==> config.mk <==
export PLATFORM = sky130hd
export DESIGN_NAME = data_mem_ctrl_flat
export DESIGN_NICKNAME = d
export VERILOG_FILES = /design/src/rtl/data_mem_ctrl_pkg.sv /design/src/rtl/data_mem_ctrl_if.sv /design/src/rtl/data_mem_ctrl_load_extender.sv /design/src/rtl/data_mem_ctrl.sv /design/src/flat_wrapper.sv
export SDC_FILE = /design/constraint.sdc
export NUM_CORES = 1
export LEC_CHECK = 0
export BUFFER_PORTS_ARGS = -buffer_cell sky130_fd_sc_hd__buf_2
export CAP_MARGIN = 25
export CELL_PAD_IN_SITES_DETAIL_PLACEMENT = 1
export CELL_PAD_IN_SITES_GLOBAL_PLACEMENT = 1
export CORE_ASPECT_RATIO = 0.5
export CORE_MARGIN = 2
export CORE_UTILIZATION = 30
export CTS_CLUSTER_DIAMETER = 100
export DETAILED_ROUTE_END_ITERATION = 10
export PLACE_DENSITY_LB_ADDON = 0.1
export SYNTH_ARGS = -nofsm -noshare
export SYNTH_HDL_FRONTEND = slang
export SYNTH_SLANG_ARGS = --single-unit
==> constraint.sdc <==
create_clock -name clk -period 1.8 [get_ports clk]
set_clock_uncertainty 0.05 [all_clocks]
set_input_delay 0.36 -clock clk [delete_from_list [all_inputs] [get_ports clk]]
set_output_delay 0.36 -clock clk [all_outputs]
set_load 0.005 [all_outputs]
==> src/rtl/data_mem_ctrl_pkg.sv <==
// ----------------------------------------------------------------------------
// mem_ctrl_pkg
// Shared definitions for the data-memory access controller:
//   - state_e       : controller FSM states (IDLE, REQ, WAIT, DONE)
//   - F3_*          : Funct3 access size/sign encodings
//   - STRB_*        : base byte-enable patterns, shifted into lane position
//   - access_size() : folds Funct3 into B/H/W; undefined codes count as W
//   - is_misaligned : natural-alignment test used when MISALIGN_TRAP_EN is set
// ----------------------------------------------------------------------------
package mem_ctrl_pkg;

  typedef enum logic [1:0] {
    S_IDLE = 2'd0,
    S_REQ  = 2'd1,
    S_WAIT = 2'd2,
    S_DONE = 2'd3
  } state_e;

  typedef enum logic [1:0] {
    SZ_B = 2'd0,
    SZ_H = 2'd1,
    SZ_W = 2'd2
  } size_e;

  localparam logic [2:0] F3_B  = 3'b000;
  localparam logic [2:0] F3_H  = 3'b001;
  localparam logic [2:0] F3_W  = 3'b010;
  localparam logic [2:0] F3_BU = 3'b100;
  localparam logic [2:0] F3_HU = 3'b101;

  localparam logic [3:0] STRB_NONE = 4'b0000;
  localparam logic [3:0] STRB_B    = 4'b0001;
  localparam logic [3:0] STRB_H    = 4'b0011;
  localparam logic [3:0] STRB_W    = 4'b1111;

  function automatic size_e access_size(input logic [2:0] f3);
    size_e sz;
    case (f3)
      F3_B, F3_BU: sz = SZ_B;
      F3_H, F3_HU: sz = SZ_H;
      default:     sz = SZ_W;
    endcase
    return sz;
  endfunction

  function automatic logic is_misaligned(input logic [2:0] f3, input logic [1:0] lo);
    logic mis;
    case (access_size(f3))
      SZ_B:    mis = 1'b0;
      SZ_H:    mis = lo[0];
      default: mis = (lo != 2'b00);
    endcase
    return mis;
  endfunction

endpackage

==> src/rtl/data_mem_ctrl_if.sv <==
// ----------------------------------------------------------------------------
// data_mem_ctrl_if
// Data-memory bus between the MEM-stage controller and the memory.
//   request  : mem_req_valid/ready handshake with we, word address, data, strobes
//   response : mem_rsp_valid with mem_rsp_data (read data only)
// Modports: master = controller side, slave = memory side.
// ----------------------------------------------------------------------------
interface data_mem_ctrl_if #(
  parameter int ADDR_W = 32
);
  logic              mem_req_valid;
  logic              mem_req_ready;
  logic              mem_req_we;
  logic [ADDR_W-1:0] mem_req_addr;
  logic [31:0]       mem_req_wdata;
  logic [3:0]        mem_req_wstrb;
  logic              mem_rsp_valid;
  logic [31:0]       mem_rsp_data;

  modport master (
    output mem_req_valid, mem_req_we, mem_req_addr, mem_req_wdata, mem_req_wstrb,
    input  mem_req_ready, mem_rsp_valid, mem_rsp_data
  );

  modport slave (
    input  mem_req_valid, mem_req_we, mem_req_addr, mem_req_wdata, mem_req_wstrb,
    output mem_req_ready, mem_rsp_valid, mem_rsp_data
  );
endinterface

==> src/rtl/data_mem_ctrl_load_extender.sv <==
// ----------------------------------------------------------------------------
// load_extender (combinational)
// Picks the addressed byte/halfword out of a read word and sign- or
// zero-extends it according to Funct3.
//   word_i    : 32-bit word returned by the bus
//   addr_lo_i : byte offset addr[1:0] of the access
//   funct3_i  : access size/sign; undefined codes pass the word through
//   ext_o     : 32-bit extended load result
// Halfwords use addr[1] only, so an odd halfword offset reads the halfword
// containing it (that case only reaches here when misalign trapping is off).
// ----------------------------------------------------------------------------
module load_extender
  import mem_ctrl_pkg::*;
(
  input  logic [31:0] word_i,
  input  logic [1:0]  addr_lo_i,
  input  logic [2:0]  funct3_i,
  output logic [31:0] ext_o
);

  logic [7:0]  lane [4];
  logic [7:0]  byte_sel;
  logic [15:0] half_sel;

  for (genvar gi = 0; gi < 4; gi++) begin : g_lane
    assign lane[gi] = word_i[8*gi +: 8];
  end

  assign byte_sel = lane[addr_lo_i];
  assign half_sel = addr_lo_i[1] ? word_i[31:16] : word_i[15:0];

  always_comb begin
    ext_o = word_i;
    case (funct3_i)
      F3_B:    ext_o = {{24{byte_sel[7]}}, byte_sel};
      F3_H:    ext_o = {{16{half_sel[15]}}, half_sel};
      F3_BU:   ext_o = {24'd0, byte_sel};
      F3_HU:   ext_o = {16'd0, half_sel};
      default: ext_o = word_i;
    endcase
  end

endmodule

==> src/rtl/data_mem_ctrl.sv <==
// ----------------------------------------------------------------------------
// data_mem_ctrl
// MEM-stage data-memory access controller. Converts MemRead/MemWrite strobes
// into a valid/ready bus request, waits for the read response, extends the
// loaded data and stalls the pipeline until the access completes.
//   clk, reset         : clock and synchronous active-high reset
//   MemRead/MemWrite   : access strobes, sampled in IDLE (store wins if both)
//   Funct3, Addr       : access size/sign and byte address
//   WrData             : store data
//   Stall              : combinational pipeline hold
//   RdData/RdValid     : extended load result, RdValid pulses in DONE
//   Misalign           : pulses in DONE for a misaligned access
//   bus                : data_mem_ctrl_if master modport
// Build option: define MISALIGN_TRAP_EN to detect misaligned H/HU/W accesses;
// they then skip the bus and report Misalign. Without it the offending low
// address bits are simply ignored for lane selection.
// ----------------------------------------------------------------------------
module data_mem_ctrl
  import mem_ctrl_pkg::*;
#(
  parameter int ADDR_W = 32,
  parameter int DATA_W = 32
) (
  input  logic              clk,
  input  logic              reset,
  input  logic              MemRead,
  input  logic              MemWrite,
  input  logic [2:0]        Funct3,
  input  logic [ADDR_W-1:0] Addr,
  input  logic [DATA_W-1:0] WrData,
  output logic              Stall,
  output logic [DATA_W-1:0] RdData,
  output logic              RdValid,
  output logic              Misalign,
  data_mem_ctrl_if.master   bus
);

  state_e            state_q, state_d;
  logic              we_q, mis_q;
  logic [2:0]        f3_q;
  logic [1:0]        lo_q;
  logic [ADDR_W-1:0] addr_q;
  logic [31:0]       wdata_q;
  logic [3:0]        wstrb_q;
  logic [31:0]       rd_data_q;

  logic              accept;
  logic              accept_mis;
  logic [31:0]       st_wdata;
  logic [3:0]        st_wstrb;
  logic [31:0]       ext_data;

  assign accept = (state_q == S_IDLE) && (MemRead || MemWrite);

`ifdef MISALIGN_TRAP_EN
  assign accept_mis = is_misaligned(Funct3, Addr[1:0]);
  assign Misalign   = (state_q == S_DONE) && mis_q;
`else
  assign accept_mis = 1'b0;
  assign Misalign   = 1'b0;
`endif

  // Lane replication and strobes are formed from the live inputs and latched
  // on acceptance, so the bus fields never depend on the pipeline afterwards.
  always_comb begin
    st_wdata = WrData;
    st_wstrb = STRB_W;
    case (access_size(Funct3))
      SZ_B: begin
        st_wdata = {4{WrData[7:0]}};
        st_wstrb = STRB_B << Addr[1:0];
      end
      SZ_H: begin
        st_wdata = {2{WrData[15:0]}};
        st_wstrb = STRB_H << {Addr[1], 1'b0};
      end
      default: ;
    endcase
    if (!MemWrite) st_wstrb = STRB_NONE;
  end

  always_comb begin
    state_d = state_q;
    case (state_q)
      S_IDLE: if (accept) state_d = accept_mis ? S_DONE : S_REQ;
      S_REQ:  if (bus.mem_req_ready) state_d = we_q ? S_DONE : S_WAIT;
      S_WAIT: if (bus.mem_rsp_valid) state_d = S_DONE;
      S_DONE: state_d = S_IDLE;
      default: state_d = S_IDLE;
    endcase
  end

  load_extender u_ext (
    .word_i    (bus.mem_rsp_data),
    .addr_lo_i (lo_q),
    .funct3_i  (f3_q),
    .ext_o     (ext_data)
  );

  always_ff @(posedge clk) begin
    if (reset) begin
      state_q   <= S_IDLE;
      we_q      <= 1'b0;
      mis_q     <= 1'b0;
      f3_q      <= 3'd0;
      lo_q      <= 2'd0;
      addr_q    <= '0;
      wdata_q   <= 32'd0;
      wstrb_q   <= 4'd0;
      rd_data_q <= 32'd0;
    end else begin
      state_q <= state_d;
      if (accept) begin
        we_q    <= MemWrite;
        mis_q   <= accept_mis;
        f3_q    <= Funct3;
        lo_q    <= Addr[1:0];
        addr_q  <= {Addr[ADDR_W-1:2], 2'b00};
        wdata_q <= st_wdata;
        wstrb_q <= st_wstrb;
      end
      if ((state_q == S_WAIT) && bus.mem_rsp_valid) rd_data_q <= ext_data;
    end
  end

  assign Stall = (state_q == S_REQ) || (state_q == S_WAIT) ||
                 ((state_q == S_IDLE) && (MemRead || MemWrite));

  assign bus.mem_req_valid = (state_q == S_REQ);
  assign bus.mem_req_we    = we_q;
  assign bus.mem_req_addr  = addr_q;
  assign bus.mem_req_wdata = wdata_q;
  assign bus.mem_req_wstrb = wstrb_q;

  assign RdData  = rd_data_q;
  assign RdValid = (state_q == S_DONE) && !we_q && !mis_q;

endmodule

==> src/flat_wrapper.sv <==
// flat-port wrapper written by rule: the top's interface ports become plain ports
module data_mem_ctrl_flat import mem_ctrl_pkg::*;
#(
  parameter int ADDR_W = 32,
  parameter int DATA_W = 32
)
  (clk, reset, MemRead, MemWrite, Funct3, Addr, WrData, Stall, RdData, RdValid, Misalign, bus_mem_req_valid, bus_mem_req_we, bus_mem_req_addr, bus_mem_req_wdata, bus_mem_req_wstrb, bus_mem_req_ready, bus_mem_rsp_valid, bus_mem_rsp_data);
  data_mem_ctrl_if #(.ADDR_W(ADDR_W)) bus_i ();
  input  logic clk;
  input  logic reset;
  input  logic MemRead;
  input  logic MemWrite;
  input  logic [2:0] Funct3;
  input  logic [ADDR_W-1:0] Addr;
  input  logic [DATA_W-1:0] WrData;
  output logic Stall;
  output logic [DATA_W-1:0] RdData;
  output logic RdValid;
  output logic Misalign;
  output wire logic [$bits(bus_i.mem_req_valid)-1:0] bus_mem_req_valid;
  output wire logic [$bits(bus_i.mem_req_we)-1:0] bus_mem_req_we;
  output wire logic [$bits(bus_i.mem_req_addr)-1:0] bus_mem_req_addr;
  output wire logic [$bits(bus_i.mem_req_wdata)-1:0] bus_mem_req_wdata;
  output wire logic [$bits(bus_i.mem_req_wstrb)-1:0] bus_mem_req_wstrb;
  input wire logic [$bits(bus_i.mem_req_ready)-1:0] bus_mem_req_ready;
  input wire logic [$bits(bus_i.mem_rsp_valid)-1:0] bus_mem_rsp_valid;
  input wire logic [$bits(bus_i.mem_rsp_data)-1:0] bus_mem_rsp_data;
  assign bus_mem_req_valid = bus_i.mem_req_valid;
  assign bus_mem_req_we = bus_i.mem_req_we;
  assign bus_mem_req_addr = bus_i.mem_req_addr;
  assign bus_mem_req_wdata = bus_i.mem_req_wdata;
  assign bus_mem_req_wstrb = bus_i.mem_req_wstrb;
  assign bus_i.mem_req_ready = bus_mem_req_ready;
  assign bus_i.mem_rsp_valid = bus_mem_rsp_valid;
  assign bus_i.mem_rsp_data = bus_mem_rsp_data;
  data_mem_ctrl #(.ADDR_W(ADDR_W), .DATA_W(DATA_W)) u_core (.clk(clk), .reset(reset), .MemRead(MemRead), .MemWrite(MemWrite), .Funct3(Funct3), .Addr(Addr), .WrData(WrData), .Stall(Stall), .RdData(RdData), .RdValid(RdValid), .Misalign(Misalign), .bus(bus_i));
endmodule
==> out/results.txt <==
H-tree levels: 3
Initial antenna violation count: 2
Hold Crit Class: primary input to flip-flop
Slowest stage delay, CP: 0.36 ns
Vias after detailed routing: 4,879
Die width: 184 um
Area Overhead vs Synth: 36.2%
Worst setup path start: u_core.state_q[1]
Tcrit/Tclk final: 0.953
Fmax: 583 MHz
Cell variety after synth: 38
Number of global-route vias before repair: 5,017
CP arrival: 1.31 ns
Clock transition at path regs: 0.07 ns
R2r setup slk: 0.16 ns
Critical path cell sequence: inv_2, ha_4, buf_4, o21ai_4, nand2b_1, buf_2
DP HPWL: 12.0 mm
Avg Vias per Cell: 4.78
Ys Warns: 0
Worst-path maximum fanout: 4
Final net count: 904
Endpoints failing hold: 0
Top cell type's share of synthesized area: 0.435
Largest net degree at the start of global routing: 48
Worst Hold Depth: 3
CTS tree: built
Most instantiated cells after synthesis: nand2_1 (143), dfxtp_1 (106), a21oi_1 (71), nor2_1 (48), mux2i_1 (31)
Clock latency on the worst-skew pair: 0.34 ns
Die ar.: 17,400 um2
Synth Flop Type: dfxtp_1
RSZ-0062 raised after global routing: false
Critical Path Sink Type: output pin
Layout cells sized above 1: 0.359
Seq/Total Area, Yosys: 0.435
Post-synth EDFFs: 0
Starting Density: 0.312
Core area: 15,700 um2
Critical-path top delay cell: dfxtp_4
Asr flop ratio synth: 0
Total chip power: 8.65 mW
Synth Area in Compound Gates: 0.230
Gr ovfl total: 0
Simple-Gate Fraction of Synth Area: 0.196
Dominant cell type by area after synthesis: dfxtp_1
Drt wl/cell: 16.0 um
Max-Cap Viols: 0
Fin Hold WS: 0.198 ns
IO Pins: 210
Drt initial violations: 162
Post-synthesis mux area share: 0.0682
Root Buffer Master: clkbuf_16
Wirelength, routed: 16.4 mm
Reg-to-reg startpoint: u_core.state_q[1]
Pre-CTS setup slack: -0.0565 ns
Worst R2R End: u_core.state_q[0]
Post-Syn Area: 4880 um2
R2R cell count: 5
Num rows: 32
Synth top area cells: dfxtp_1 (43%), nand2_1 (11%), a21oi_1 (7.3%), mux2i_1 (6.4%), a211oi_2 (4.6%)
Static Leak: 3.00 nW
Minimum clock period after layout: 1.72 ns
Inserted Clock Buffers: 9
Min-delay src: Addr[10]
Num Clock Sinks: 106
Input/output buffers: 206
DRC viols: 0
Worst setup margin: 0.0847 ns
Final ANT Viol Nets: 0
Xor and xnor area share after synthesis: 0
#FFs+latches synth: 106
WHS Endpoint: u_core.bus.mem_req_addr[10]
Run status: complete, no violations
Slew Limit Fails: 0
Synth Area per Inst: 8.24 um2
Syn Inst Count: 593
Max IR drop VDD: 0.000418 V
Post-Synth Adder-Cell Area: 0.0128
Final setup vio count: 0
Routability Congestion: 0.774
Type of origin of the critical path: flip-flop
Clock buffer depth: 2
Largest family of logic cells by synthesized area: compound AO/OA/AOI/OAI gates
Tot GR Track Use: 0.187
Pre-antenna DRT Iters: 4
WS Path Type: flip-flop to output pin
Cell with the most instances after synthesis: nand2_1
Die Height: 94.2 um
First-pass GRT wire length: 25.6 mm
Pwr dens: 1300 nW/um2
Worst EP required: 1.39 ns
==> area by class of cell <==
class                           instances  area [um2]
Sequential cell                       106        2130
Clock inverter                          2        35.0
Clock buffer                           14         264
Tap cell                              221         277
Fill cell                            1950        9000
Inverter                                8        32.5
Timing Repair Buffer                  242        1390
Multi-Input combinational cell        427        2520
Antenna cell                            1        2.50
==> cell usage in the layout, fill, tap and decap left out, drive strengths merged, types with 3 or more instances in the layout <==
| cell | count |
|---|---|
| buf | 242 |
| nand2 | 143 |
| dfxtp | 106 |
| a21oi | 71 |
| nor2 | 48 |
| a211oi | 41 |
| mux2i | 31 |
| o21ai | 27 |
| clkbuf | 14 |
| a311oi | 8 |
| inv | 8 |
| nand3b | 7 |
| nor4bb | 7 |
| o22a | 7 |
| nand2b | 5 |
| ha | 5 |
| nor2b | 4 |
| a221oi | 3 |
| conb | 3 |
==> power breakdown <==
part	switching, mW	internal, mW
Clock	0.879	1.16
Combinational	1.81	1.52
Sequential	0.335	2.95
==> worst max-delay path, delay by kind of cell (launching register included) <==
family / cells / cell delay, ns
DFF: 1 / 0.36
buffers and inverters: 3 / 0.33
adders and majority gates: 1 / 0.16
and+or+nand+nor: 1 / 0.06
AOI/OAI and AO/OA: 1 / 0.05
==> repair_timing <==
action,in CTS,in global routing
pin swaps,1,0
buffers inserted,2,2
endpoints found under the setup margin,17,9
hold buffers,0,0
resized for setup,8,2
hold endpoints to repair,0,0
==> how the worst max path moves through the flow <==
stage / endpoint
after floorplan: u_core.RdData[10]
final: Stall
after global routing: Stall
after CTS: Stall
after global placement: u_core.RdData[16]
after detailed placement: u_core.RdData[30]
==> sequential cells by signal (all words and copies together) (netlist names) <==
signal	cells
u_core.RdData	32
u_core.bus.mem_req_addr	30
u_core.bus.mem_req_wdata	32
u_core.bus.mem_req_we	1
u_core.bus.mem_req_wstrb	4
u_core.f3_q	3
u_core.lo_q	2
u_core.state_q	2
==> logic make-up after synthesis <==
kind of cell / Yosys count
AO/OA/AOI/OAI: 165
adder cells (fa/ha/maj): 5
buffers and inverters: 62
flip-flops: 106
multiplexers: 32
other: 1
AND/OR/NAND/NOR: 222
==> per-stage QoR <==
stage                     std cells  utilization  area [um2]  setup TNS, ns
after detailed placement       1000        0.401        6280         -0.493
after floorplan                 595            -        4890              0
final                          1021        0.425        6650              0
after CTS                      1018        0.423        6630              0
after global placement         1000        0.401        6280              0
after global routing           1020        0.425        6650              0
==> metal layers <==
| layer | up-vias | GRT usage | part of all wire | routed length (um) |
|---|---|---|---|---|
| li1 | 2448 | - | - | - |
| met1 | 2289 | 0.223 | 0.45 | 7350 |
| met2 | 130 | 0.321 | 0.46 | 7610 |
| met3 | 10 | 0.0702 | 0.078 | 1280 |
| met4 | 2 | 0.0433 | 0.0078 | 128 |
| met5 | - | 0 | 0.00079 | 13 |
(Power assumes the default switching activity.)
